[src/rtl/usq_pkg.sv]
// Shared definitions for the microprogram sequencer: next-state control
// encodings and default geometry.
package usq_pkg;

    localparam int ADDR_W_DEF      = 7;
    localparam int RESET_STATE_DEF = 0;

    typedef enum logic [2:0] {
        NS_DISPATCH = 3'b000,
        NS_INC      = 3'b001,
        NS_CJMP     = 3'b010,
        NS_JMP      = 3'b011,
        NS_CDISP    = 3'b100,
        NS_WAIT     = 3'b101,
        NS_CALL     = 3'b110,
        NS_RET      = 3'b111
    } ns_ctl_e;

endpackage

[src/rtl/microsequencer_if.sv]
// Microinstruction/encoder inputs and sequencer outputs. The master is the
// control path that feeds the sequencer; the slave is the sequencer itself.
interface microsequencer_if #(
    parameter int ADDR_W = usq_pkg::ADDR_W_DEF
);
    logic [ADDR_W-1:0] encoder_in;
    logic [ADDR_W-1:0] jump_addr;
    logic [2:0]        ns_ctl;
    logic              cond_in;
    logic              cond_inv;
    logic              mfc;
    logic [ADDR_W-1:0] state;
    logic              waiting;
    logic              stack_err;

    modport master (
        output encoder_in, jump_addr, ns_ctl, cond_in, cond_inv, mfc,
        input  state, waiting, stack_err
    );

    modport slave (
        input  encoder_in, jump_addr, ns_ctl, cond_in, cond_inv, mfc,
        output state, waiting, stack_err
    );
endinterface

[src/rtl/usq_return_stack.sv]
// LIFO of return microstates. Push when full and pop when empty are dropped
// here; the parent decides what those mean.
module usq_return_stack #(
    parameter int DEPTH  = 2,
    parameter int ADDR_W = 7
) (
    input  logic              clk,
    input  logic              reset_n,
    input  logic              push,
    input  logic              pop,
    input  logic [ADDR_W-1:0] push_data,
    output logic [ADDR_W-1:0] top,
    output logic              full,
    output logic              empty
);
    localparam int CNT_W = $clog2(DEPTH + 1);

    logic [DEPTH-1:0][ADDR_W-1:0] mem;
    logic [CNT_W-1:0]             cnt;

    assign full  = (cnt == CNT_W'(DEPTH));
    assign empty = (cnt == '0);

    always_comb begin
        top = '0;
        for (int i = 0; i < DEPTH; i++)
            if (i == int'(cnt) - 1) top = mem[i];
    end

    always_ff @(posedge clk or negedge reset_n) begin
        if (!reset_n) begin
            mem <= '0;
            cnt <= '0;
        end else if (push && !full) begin
            for (int i = 0; i < DEPTH; i++)
                if (i == int'(cnt)) mem[i] <= push_data;
            cnt <= cnt + CNT_W'(1);
        end else if (pop && !empty) begin
            cnt <= cnt - CNT_W'(1);
        end
    end
endmodule

[src/rtl/microsequencer.sv]
// Microprogram sequencer: picks the next microstate from dispatch, increment,
// jump target or return stack each cycle and registers it.
module microsequencer
    import usq_pkg::*;
#(
    parameter int ADDR_W      = ADDR_W_DEF,
    parameter int STACK_DEPTH = 2,
    parameter int RESET_STATE = RESET_STATE_DEF
) (
    input  logic               clk,
    input  logic               reset_n,
    microsequencer_if.slave    bus
);
    logic [ADDR_W-1:0] state_q, state_d, inc, top;
    logic              c, push, pop, full, empty, err_q, err_set;

    assign c   = bus.cond_in ^ bus.cond_inv;
    assign inc = state_q + ADDR_W'(1);

    always_comb begin
        state_d = state_q;
        push    = 1'b0;
        pop     = 1'b0;
        err_set = 1'b0;
        case (ns_ctl_e'(bus.ns_ctl))
            NS_DISPATCH: state_d = bus.encoder_in;
            NS_INC:      state_d = inc;
            NS_CJMP:     state_d = c ? bus.jump_addr : inc;
            NS_JMP:      state_d = bus.jump_addr;
            NS_CDISP:    state_d = c ? bus.jump_addr : bus.encoder_in;
            NS_WAIT:     if (bus.mfc) state_d = inc;
            NS_CALL: begin
                // The jump is taken even when the return address is lost.
                state_d = bus.jump_addr;
                push    = !full;
                err_set = full;
            end
            NS_RET: begin
                if (empty) begin
                    state_d = ADDR_W'(RESET_STATE);
                    err_set = 1'b1;
                end else begin
                    state_d = top;
                    pop     = 1'b1;
                end
            end
            default: state_d = state_q;
        endcase
    end

    always_ff @(posedge clk or negedge reset_n) begin
        if (!reset_n) begin
            state_q <= ADDR_W'(RESET_STATE);
            err_q   <= 1'b0;
        end else begin
            state_q <= state_d;
            if (err_set) err_q <= 1'b1;
        end
    end

    usq_return_stack #(.DEPTH(STACK_DEPTH), .ADDR_W(ADDR_W)) u_stack (
        .clk       (clk),
        .reset_n   (reset_n),
        .push      (push),
        .pop       (pop),
        .push_data (inc),
        .top       (top),
        .full      (full),
        .empty     (empty)
    );

    // Gated by reset so waiting drops the moment reset is asserted.
    assign bus.waiting   = reset_n && (bus.ns_ctl == NS_WAIT) && !bus.mfc;
    assign bus.state     = state_q;
    assign bus.stack_err = err_q;
endmodule

[src/flat_wrapper.sv]
// flat-port wrapper written by rule: the top's interface ports become plain ports
module microsequencer_flat import usq_pkg::*;
#(
    parameter int ADDR_W      = ADDR_W_DEF,
    parameter int STACK_DEPTH = 2,
    parameter int RESET_STATE = RESET_STATE_DEF
)
  (clk, reset_n, bus_encoder_in, bus_jump_addr, bus_ns_ctl, bus_cond_in, bus_cond_inv, bus_mfc, bus_state, bus_waiting, bus_stack_err);
  microsequencer_if #(.ADDR_W(ADDR_W)) bus_i ();
  input  logic clk;
  input  logic reset_n;
  input wire logic [$bits(bus_i.encoder_in)-1:0] bus_encoder_in;
  input wire logic [$bits(bus_i.jump_addr)-1:0] bus_jump_addr;
  input wire logic [$bits(bus_i.ns_ctl)-1:0] bus_ns_ctl;
  input wire logic [$bits(bus_i.cond_in)-1:0] bus_cond_in;
  input wire logic [$bits(bus_i.cond_inv)-1:0] bus_cond_inv;
  input wire logic [$bits(bus_i.mfc)-1:0] bus_mfc;
  output wire logic [$bits(bus_i.state)-1:0] bus_state;
  output wire logic [$bits(bus_i.waiting)-1:0] bus_waiting;
  output wire logic [$bits(bus_i.stack_err)-1:0] bus_stack_err;
  assign bus_i.encoder_in = bus_encoder_in;
  assign bus_i.jump_addr = bus_jump_addr;
  assign bus_i.ns_ctl = bus_ns_ctl;
  assign bus_i.cond_in = bus_cond_in;
  assign bus_i.cond_inv = bus_cond_inv;
  assign bus_i.mfc = bus_mfc;
  assign bus_state = bus_i.state;
  assign bus_waiting = bus_i.waiting;
  assign bus_stack_err = bus_i.stack_err;
  microsequencer #(.ADDR_W(ADDR_W), .STACK_DEPTH(STACK_DEPTH), .RESET_STATE(RESET_STATE)) u_core (.clk(clk), .reset_n(reset_n), .bus(bus_i));
endmodule
[config.mk]
export PLATFORM = sky130hd
export DESIGN_NAME = microsequencer_flat
export DESIGN_NICKNAME = d
export VERILOG_FILES = /design/src/rtl/usq_pkg.sv /design/src/rtl/microsequencer_if.sv /design/src/rtl/usq_return_stack.sv /design/src/rtl/microsequencer.sv /design/src/flat_wrapper.sv
export SDC_FILE = /design/constraint.sdc
export NUM_CORES = 1
export LEC_CHECK = 0
export CORE_MARGIN = 3
export CORE_UTILIZATION = 40
export DETAILED_ROUTE_END_ITERATION = 10
export GPL_TIMING_DRIVEN = 0
export PLACE_DENSITY = 0.7
export SYNTH_ARGS = -nofsm -noshare
export SYNTH_HDL_FRONTEND = slang
export SYNTH_SLANG_ARGS = --single-unit
[constraint.sdc]
create_clock -name clk -period 1.8 [get_ports clk]
set_input_delay 0.36 -clock clk [delete_from_list [all_inputs] [get_ports clk]]
set_output_delay 0.36 -clock clk [all_outputs]
set_load 0.005 [all_outputs]
==> results_dict.tcl <==
set metrics [dict create \
    rsz0062_at_grt "yes" \
    core-area_um2 3390 \
    multi_input_area_um2 785 \
    cts_sinks 24 \
    first_pass_iters 4 \
    tns_ns 0 \
    grt_pass1_wl_um 6370 \
    required_ns 1.44 \
    pre_cts_ws_ns -0.980 \
    yosys_warnings 0 \
    p_clk_share_pct 14.7 \
    first_iter_violations 107 \
    place.gp.congestion 0.883 \
    initial_core_util_pct 42.0 \
    clockRootBuffer "clkbuf_4" \
    drc 0 \
    wl_um 3900 \
    synth_nets 180 \
    ys_seq_area_share_pct 42.2 \
    yosysMostFrequentCell "dfrtp_1" \
    ys_async_sr_fraction_pct 100 \
    nets 216 \
    power_leakage_nw 0.731 \
    combPwrFrac_pct 38.2 \
    outcome "completed" \
    cts_hold_buf 0 \
    hold_path_class "in -> async" \
    synth_common_cells "dfrtp_1 (24), nor2_1 (16), a21oi_1 (12)" \
    antenna_found_initial 0 \
    start_kind "flip-flop" \
    ys_types 36 \
    syn_inst 157 \
    synth_top_cells_by_area "dfrtp_1 (42%), a21oi_1 (4.2%), nor2_1 (4.2%)" \
    place_hpwl_um 2810 \
    synth_seq_cells 24 \
    port_buffers 30 \
    grt_usage_pct 19.4 \
    relSlewSlack_pct 62.7 \
    ys_dominant_reg_cell "dfrtp_1" \
    synth_edf_count 0 \
    slowest_stage "clkdlybuf4s50_1" \
    cp_data_arrival_time_ns 1.37 \
    overflow 0 \
    synth_top_cell_by_area "dfrtp_1" \
    dieArea_um2 4310 \
    clk_pin_slew_ns 0.13 \
    cts.path.max_buffers 2 \
    min_period_ns 1.73 \
    register_area_um2 604 \
    swShare_pct 36.3 \
    crit_family "buffers and inverters" \
    min_period_over_period_pct 95.8 \
    via_per_inst 5.85 \
    die_w_um 65.7 \
    numCtsBuffers 3 \
    vias 1392 \
    syn_avg_cell_area_um2 9.07 \
    wl_per_cell_um 16.4 \
    rows 21 \
    netlist_area_um2 1420 \
    cp.buffers_inverters 1 \
    p_per_area_nw_per_um2 1060 \
    drtAntennaViolNets 0 \
    yosys.area.top_type_share_pct 42.2 \
    p_sw_w 0.000704 \
    critPathMaxFanout 7 \
    htree_num_levels 1 \
    hold_viol_final 0 \
    grt_max_degree 26 \
    worstMarginPinSlew_ns 0.560 \
    worstPathCellList "clkdlybuf4s50_1" \
    skew_ns 0.00527 \
    finalWorstSetupSlack_ns 0.0748 \
    cpPeakStageDelay_ns 0.55 \
    drive_gt1_share_pct 14.1 \
    grt_pass1_vias 1323 \
    p_int_w 0.00124 \
    ir_drop_mv 0.628 \
    fill_cells 305 \
    crit_type "reg -> out" \
    slew_violations 0 \
    n_antenna_cell 0 \
    cts_tree "yes" \
    die_y_um 65.7 \
    seq_power_share_pct 47.1 \
    finalSetupViolCount 0 \
    io_pins 31 \
    cp-end-kind "output pin" \
    cap_violations 0 \
    fmax_mhz 580 \
    area_delta_synth_final_pct 28.8 \
    worstSkewPairLatency_ns 0.32 \
]
==> metal layers <==
metal | GRT usage, % | up-vias | part of all wire [%]
met5 | 0 | - | 0
met2 | 28.7 | 53 | 46
li1 | - | 662 | -
met4 | 8.29 | 0 | 1.3
met1 | 27.5 | 672 | 47
met3 | 3.59 | 5 | 6.4
==> kinds of logic after synthesis <==
family | after synthesis | synth area share, %
AND/OR/NAND/NOR | 54 | 19.4
adder cells (fa/ha/maj) | 1 | 0.879
XOR/XNOR | 8 | 4.92
multiplexers | 3 | 2.37
AO/OA/AOI/OAI | 55 | 26.6
buffers and inverters | 12 | 3.60
flip-flops | 24 | 42.2
==> metrics by stage <==
step | hold WS, ns | utilization [%] | instance area (µm²) | total power [W] | std cells
global placement | 0.437 | 52.6 | 1780 | 0.00161 | 233
global route | 0.0288 | 54.1 | 1830 | 0.00210 | 238
detailed placement | 0.454 | 52.6 | 1780 | 0.00165 | 233
CTS | 0.0221 | 53.7 | 1820 | 0.00194 | 238
floorplan | 0.0644 | - | 1420 | 0.00136 | 157
finish | 0.00740 | 54.1 | 1830 | 0.00194 | 238
==> power groups by stage <==
stage | combinational [W] | sequential (W) | clock [W]
after floorplan | 0.000480 | 0.000879 | 0
after CTS | 0.000734 | 0.000905 | 0.000299
after global placement | 0.000710 | 0.000903 | 0
after global routing | 0.000831 | 0.000945 | 0.000326
after detailed placement | 0.000734 | 0.000917 | 0
final | 0.000742 | 0.000915 | 0.000285
==> layout make-up <==
class / count / area share, %
clock buffers: 4 / 1.98
repair buffers: 31 / 16.1
plain buffers: 9 / 2.46
inverters: 3 / 0.614
flip-flops and latches: 24 / 32.9
multi-input cells: 121 / 42.8
well taps: 46 / 3.14
==> timing repair <==
| action | 4_1_cts | 5_1_grt |
|---|---|---|
| resized for setup | 14 | 11 |
| setup endpoints to repair | 21 | 14 |
| setup buffers | 1 | 0 |
| pin swaps | 1 | 1 |
| hold endpoints to repair | 0 | 0 |
==> registers in the layout, summed over array words and instances, names as in the netlist <==
signal                count
u_core.bus.stack_err      1
u_core.bus.state          7
u_core.u_stack.cnt        2
u_core.u_stack.mem       14
==> cell usage in the layout (no fill, tap or decap), types with 2 or more instances in the layout <==
cell type	instances
clkdlybuf4s50_1	24
dfrtp_1	21
nor2_1	16
a21oi_1	11
nand2_1	10
o21ai_0	9
nand3_1	7
a31oi_1	7
nor3_1	6
a22o_1	5
clkbuf_4	4
clkbuf_1	4
xor2_1	4
a221oi_1	4
xnor2_1	4
a32oi_1	4
a22oi_1	4
inv_1	3
nor2b_1	3
buf_2	3
a21o_1	3
nor3b_1	3
mux2_2	3
dlygate4sd2_1	3
dfrtp_2	3
and2_1	2
buf_4	2
clkbuf_2	2
o21a_1	2
o221a_2	2
==> worst paths after layout <==
path / startpoint / to / slack (ns) / depth (start not counted)
max: u_core.bus.state[5] / bus_state[5] / 0.07 / 1
min: reset_n / u_core.bus.state[6] / 0.007 / 1
max reg2reg: u_core.u_stack.cnt[0] / u_core.bus.state[5] / 0.14 / 5
min reg2reg: u_core.bus.stack_err / u_core.bus.stack_err / 0.47 / 1
max in group asynchronous: reset_n / u_core.bus.state[3] / 1.38 / 1
min in group clk: u_core.bus.stack_err / u_core.bus.stack_err / 0.47 / 1
==> worst register-to-register path: stages, from the launching register on <==
cell      delay [ns]
dfrtp_1         0.49
nor2b_1         0.14
clkbuf_1        0.40
a22oi_1         0.15
o221a_2         0.30
a31oi_1         0.12
(Power assumes the default switching activity.)
